**src/rtl/joypad_if.sv**
```systemverilog
// Two-controller joypad interface: a periodic scan engine clocks eight
// buttons out of each pad into snapshot registers, and a CPU-facing
// strobe/shift port at 16'h4016/16'h4017 serialises those snapshots.
module joypad_if #(
  parameter int POLL_CYCLES = 833333,
  parameter int HALF_CYCLES = 300
) (
  input  logic        clk,
  input  logic        rst,
  input  logic        wr,
  input  logic [15:0] addr,
  input  logic        din,
  input  logic        jp_data1,
  input  logic        jp_data2,
  output logic        jp_clk,
  output logic        jp_latch,
  output logic [7:0]  dout
);

  localparam logic [15:0] ADDR_PAD1  = 16'h4016;
  localparam logic [15:0] ADDR_PAD2  = 16'h4017;
  localparam logic [31:0] POLL_LAST  = 32'(POLL_CYCLES - 1);
  localparam logic [31:0] HALF_LAST  = 32'(HALF_CYCLES - 1);
  localparam logic [31:0] LATCH_LAST = 32'(2 * HALF_CYCLES - 1);

  typedef enum logic [2:0] {
    IDLE,
    LATCH,
    CLK_LO,
    CLK_HI,
    COMMIT
  } scan_state_t;

  scan_state_t state, state_next;

  logic [31:0] poll_cnt;
  logic [31:0] phase_cnt, phase_next;
  logic [2:0]  bit_idx, bit_idx_next;
  logic        poll_wrap;
  logic        sample_now;
  logic        commit_now;

  logic [7:0]  scratch1, scratch2;
  logic [7:0]  snap1, snap2;
  logic [7:0]  sr1, sr2;
  logic        strobe;
  logic        rd1_q, rd2_q;

  logic        rd1, rd2;
  logic        rd1_event, rd2_event;
  logic        strobe_wr;

  // The poll counter free-runs and wraps at POLL_CYCLES-1; because a scan is
  // shorter than the poll period, the wrap always lands in IDLE (or in COMMIT
  // at the tightest legal setting), so scan starts are exactly one period apart.
  assign poll_wrap = (poll_cnt == POLL_LAST);

  // Scan FSM next-state logic: phase counter times each half-phase,
  // bit index walks the eight buttons.
  always_comb begin
    state_next   = state;
    phase_next   = phase_cnt + 32'd1;
    bit_idx_next = bit_idx;
    sample_now   = 1'b0;
    commit_now   = 1'b0;
    case (state)
      IDLE: begin
        phase_next = 32'd0;
        if (poll_wrap) state_next = LATCH;
      end
      LATCH: begin
        if (phase_cnt == LATCH_LAST) begin
          state_next   = CLK_LO;
          phase_next   = 32'd0;
          bit_idx_next = 3'd0;
        end
      end
      CLK_LO: begin
        if (phase_cnt == HALF_LAST) begin
          sample_now = 1'b1;
          state_next = CLK_HI;
          phase_next = 32'd0;
        end
      end
      CLK_HI: begin
        if (phase_cnt == HALF_LAST) begin
          bit_idx_next = bit_idx + 3'd1;
          phase_next   = 32'd0;
          state_next   = (bit_idx == 3'd7) ? COMMIT : CLK_LO;
        end
      end
      COMMIT: begin
        commit_now = 1'b1;
        phase_next = 32'd0;
        state_next = poll_wrap ? LATCH : IDLE;
      end
      default: begin
        state_next = IDLE;
        phase_next = 32'd0;
      end
    endcase
  end

  // Scan state register; pad pins are registered from the next state so they
  // line up exactly with the state they belong to, and a reset drops them at once.
  always_ff @(posedge clk) begin
    if (rst) begin
      state     <= IDLE;
      poll_cnt  <= 32'd0;
      phase_cnt <= 32'd0;
      bit_idx   <= 3'd0;
      jp_clk    <= 1'b0;
      jp_latch  <= 1'b0;
      scratch1  <= 8'h00;
      scratch2  <= 8'h00;
      snap1     <= 8'h00;
      snap2     <= 8'h00;
    end else begin
      state     <= state_next;
      poll_cnt  <= poll_wrap ? 32'd0 : poll_cnt + 32'd1;
      phase_cnt <= phase_next;
      bit_idx   <= bit_idx_next;
      jp_latch  <= (state_next == LATCH);
      jp_clk    <= (state_next == CLK_HI);
      if (sample_now) begin
        scratch1[bit_idx] <= ~jp_data1;
        scratch2[bit_idx] <= ~jp_data2;
      end
      if (commit_now) begin
        snap1 <= scratch1;
        snap2 <= scratch2;
      end
    end
  end

  // A read only counts on its first cycle, so a held bus read shifts once.
  assign rd1       = !wr && (addr == ADDR_PAD1);
  assign rd2       = !wr && (addr == ADDR_PAD2);
  assign strobe_wr = wr && (addr == ADDR_PAD1);
  assign rd1_event = rd1 && !rd1_q;
  assign rd2_event = rd2 && !rd2_q;

  // CPU port: strobe register, read-edge tracker and the two serial shifters;
  // a strobe write wins over any shift in the same cycle.
  always_ff @(posedge clk) begin
    if (rst) begin
      strobe <= 1'b0;
      rd1_q  <= 1'b0;
      rd2_q  <= 1'b0;
      sr1    <= 8'h00;
      sr2    <= 8'h00;
    end else begin
      rd1_q <= rd1;
      rd2_q <= rd2;
      if (strobe_wr) strobe <= din;
      if (strobe) begin
        sr1 <= snap1;
        sr2 <= snap2;
      end else if (!strobe_wr) begin
        if (rd1_event) sr1 <= {1'b1, sr1[7:1]};
        if (rd2_event) sr2 <= {1'b1, sr2[7:1]};
      end
    end
  end

  // Read data is zero unless this block is addressed, so it can be OR-ed onto the bus.
  always_comb begin
    dout = 8'h00;
    if (rd1)      dout = {7'b0, sr1[0]};
    else if (rd2) dout = {7'b0, sr2[0]};
  end

endmodule

```
**config.mk**
```make
export PLATFORM = sky130hd
export DESIGN_NAME = joypad_if
export DESIGN_NICKNAME = d
export VERILOG_FILES = /design/src/rtl/joypad_if.sv
export SDC_FILE = /design/constraint.sdc
export NUM_CORES = 1
export LEC_CHECK = 0
export CAP_MARGIN = 20
export CORE_UTILIZATION = 60
export CTS_BUF_LIST = sky130_fd_sc_hd__clkbuf_4 sky130_fd_sc_hd__clkbuf_8
export DETAILED_ROUTE_END_ITERATION = 6
export PLACE_DENSITY = 0.8
export SYNTH_ARGS = -nofsm -noshare
export SYNTH_HDL_FRONTEND = slang
export SYNTH_SLANG_ARGS = --single-unit
```
**constraint.sdc**
```tcl
create_clock -name clk -period 2.9 [get_ports clk]
set_input_delay 0.58 -clock clk [delete_from_list [all_inputs] [get_ports clk]]
set_output_delay 0.58 -clock clk [all_outputs]
set_load 0.005 [all_outputs]
```
==> impl_results.md, run 1 <==
- Critical path's largest stage delay: around 460 ps
- Initial Util: 0.621
- Layout Cells excl Fill: 798
- Layout cells sized above 1: 0.117
- Final WS setup: about 410 ps
- Post-synth ARST share: 0
- FMAX: approximately 400 MHz
- Syn_area_per_cell: 9.05 sq um
- Worst hold slack: 462 ps
- Pleak: 2.13 nW
- Sequential share of power: 0.511
- Root Driver: clkbuf_8
- First-pass GRT wire length: about 19000 um
- Design Power: 3.32 mW
- Number of library cell types mapped by synthesis: 52
- Max cap viols: 0
- DRC violations left: 0
- Bufs on Longest Clock Path: 2
- Worst hold-check path type: reg -> reg
- Top-area cell type share of the netlist area: 0.427
- Initial antenna violation count: 0
- Final GP Congestion: around 0.82
- Final Critical Period: 2490 ps
- Net Switching: 0.713 mW
- Critical path fanouts, max: 3
- Synth Instances: 637
- Later-pin clock latency in the skew report: about 430 ps
- Worst Path Buf+Inv: 2
- Combinational power share: 0.024
- Post-DP Area: 6030 sq um
- Grt total ovfl: 0
- CP Data Required Time: about 2300 ps
- Cell taking the most area after synthesis: dfxtp_1
- Die X: 100 um
- Pins Over Slew Limit: 0
- Vias in the first global route: roughly 4200
- Port-buffer cells: 24
- Critical path type: in -> out
- Wirelength per Cell: roughly 14 um
- Area grow syn2layout: 12.5%
- Vias after detailed routing: 4566
- CP max-delay cell: clkdlybuf4s50_1
- Nets: 684
- Period utilisation layout: 0.859
- Worst-Margin Slew: 686 ps
- Io pins: 32
- Iter 0 DRT Violations: 171
- Via density: 5.72
- Die outline area: 10000 sq um
- Dominant cells by area after synthesis: dfxtp_1 (43%), nor2_1 (6.3%), xnor2_1 (4.7%), xor2_1 (4.1%), nand2_1 (3.6%)
- Switching share of power: 0.215
- Mapped cell area: ~5800 sq um
- Post-synth EDFFs: 0
- Antenna violation net count after detailed routing: 0
- H-tree depth: 4
- Core area: 9280 sq um
- Dpl cells: 766
- Register area share after synthesis: 0.427
- DPL Wire Length: 7660 um
- # clock sinks: roughly 120
- Top FF cell, synth: dfxtp_1
- CP cell instances: clkdlybuf4s50_1, nor4_4, nand4_2, nor2_1, a22o_1, dlymetal6s2s_1
- CTS tree: done
- Pre-CTS WS: -45.3 ps
- Crit end category: output pin
- Clk_skew: ~7.6 ps
- Routed WL: 11300 um
- Crit start category: input port
- Slew HR: 0.537
- VDD IR-drop max: 0.458 mV
- Yosys reg bits: 123
- Inserted Clock Buffers: 17
- Synthesis Warnings: 0
- Register clock-pin slew on the reported worst setup and hold paths: 70 ps
- Global Route Usage Sum: 0.243
- Top Family by Delay on Critical Path: buffers and inverters
- Clock Power Share: 0.465
- Die Ht: 100 um
- Final instance area: around 6500 sq um
- Final TNS setup: 0 ps
- Power density over the cells: 513 nW/um^2
- CP Data Arrival Time: 1910 ps
- Final Hold Fails: 0
- Post-CTS Hold Fix Bufs: 0
- Drt first pass iters: 4
- Status: finished, final reports clean
- Internal: 2.61 mW
- Pin count of the biggest net entering global routing: 33
- # setup viols final: 0
- Ant diodes: 0
- FP Rows: 35
- RSZ-0062 raised after global routing: false
- Final core occ: 0.698
-- registers in the layout (all words and copies together), names as in the netlist --
name,count
jp_latch,1
scratch2,8
strobe,1
state,3
rd1_q,1
bit_idx,3
sr1,8
snap2,8
poll_cnt,32
phase_cnt,32
snap1,8
sr2,8
jp_clk,1
rd2_q,1
scratch1,8
-- worst min-delay path: stages (launching register included) --
cell,delay [ps]
dfxtp_1,310
nand2_1,50
a21oi_1,50
-- cell families after synthesis --
group | share of synthesized area
buf+inv | 0.0467
other cells | 0.000651
xor+xnor | 0.0882
compound gates | 0.110
flops | 0.427
mux | 0.0295
fa+ha+maj | 0.0109
simple gates | 0.286
-- power by group through the flow --
stage | Clock, mW | Combinational (mW) | Sequential, mW
2_1_floorplan | 0 | 0.0454 | 1.73
3_3_place_gp | 0 | 0.0741 | 1.73
3_5_place_dp | 0 | 0.0759 | 1.74
4_1_cts | 1.57 | 0.0777 | 1.70
5_1_grt | 1.66 | 0.0885 | 1.70
6_report | 1.55 | 0.0809 | 1.70
-- synthesized netlist by cell type (all sizes together), types with 17 or more instances --
| cell | count |
|---|---|
| nand3 | 29 |
| a21oi | 33 |
| a211oi | 33 |
| nor4 | 23 |
| dfxtp | 123 |
| nor2 | 96 |
| nand2 | 55 |
| xnor2 | 31 |
| nand4 | 22 |
| xor2 | 27 |
| mux2i | 17 |
| buf | 25 |
-- final timing paths --
| path | startpoint | end | slack (ps) | cells after the start |
|---|---|---|---|---|
| hold / removal | snap1[6]$_SDFFE_PP0N_ | snap1[6]$_SDFFE_PP0N_ | 460 | 2 |
| hold reg to reg | snap1[6]$_SDFFE_PP0N_ | snap1[6]$_SDFFE_PP0N_ | 460 | 2 |
| setup / recovery | addr[9] | dout[0] | 410 | 6 |
| setup reg to reg | phase_cnt[0]$_SDFF_PP0_ | scratch2[6]$_SDFFE_PP0P_ | 440 | 6 |
-- cell type report --
cell class / count / area (sq um)
clock buffer: 19 / 262
tap: 129 / 161
clock inverter: 12 / 148
multi-input combinational: 468 / 3080
timing repair buffer: 34 / 315
sequential: 123 / 2460
fill: 721 / 2800
inverter: 13 / 48.8
-- layout by cell type, fill, tap and decap left out, types with 4 or more instances in the layout --
| cell type | instances |
|---|---|
| a211oi_2 | 13 |
| buf_4 | 10 |
| and3_1 | 11 |
| or3_1 | 4 |
| clkinv_2 | 4 |
| nor4_4 | 8 |
| nand2b_1 | 5 |
| inv_1 | 13 |
| mux2i_1 | 17 |
| nor4_1 | 14 |
| o21ai_0 | 4 |
| nand4_1 | 18 |
| and4_1 | 8 |
| a21oi_1 | 33 |
| a31oi_1 | 4 |
| and2_1 | 12 |
| ha_1 | 5 |
| nor2_1 | 96 |
| clkbuf_8 | 19 |
| xor2_1 | 27 |
| conb_1 | 7 |
| nand3_1 | 29 |
| xnor2_1 | 31 |
| a211oi_1 | 20 |
| clkdlybuf4s50_1 | 21 |
| nor2b_1 | 5 |
| clkinvlp_4 | 5 |
| dfxtp_1 | 123 |
| nand2_1 | 55 |
| nor3_1 | 14 |
-- repair_timing --
item                       CTS  global route
setup endpoints to repair    1             1
buffers inserted             0             1
pin swaps                    1             4
gates resized for setup      2             4
-- per-layer routing --
| layer | GRT usage | share of wire | vias up |
|---|---|---|---|
| met5 | 0 | 0 | - |
| li1 | - | - | 2267 |
| met3 | 0.0669 | 0.050 | 22 |
| met1 | 0.306 | 0.47 | 2163 |
| met2 | 0.389 | 0.46 | 114 |
| met4 | 0.108 | 0.017 | 0 |
No activity file was read; power rests on OpenSTA's default activity.
==> run 2, diff against run 1 <==
--- a/config.mk
+++ b/config.mk
@@ -9,6 +9,7 @@
 export CORE_UTILIZATION = 60
 export CTS_BUF_LIST = sky130_fd_sc_hd__clkbuf_4 sky130_fd_sc_hd__clkbuf_8
 export DETAILED_ROUTE_END_ITERATION = 6
+export HOLD_SLACK_MARGIN = 0.06
 export PLACE_DENSITY = 0.8
 export SYNTH_ARGS = -nofsm -noshare
 export SYNTH_HDL_FRONTEND = slang
==> results of run 2 <==
Same layout as run 1: the final DEF is identical, and so are final timing and power.
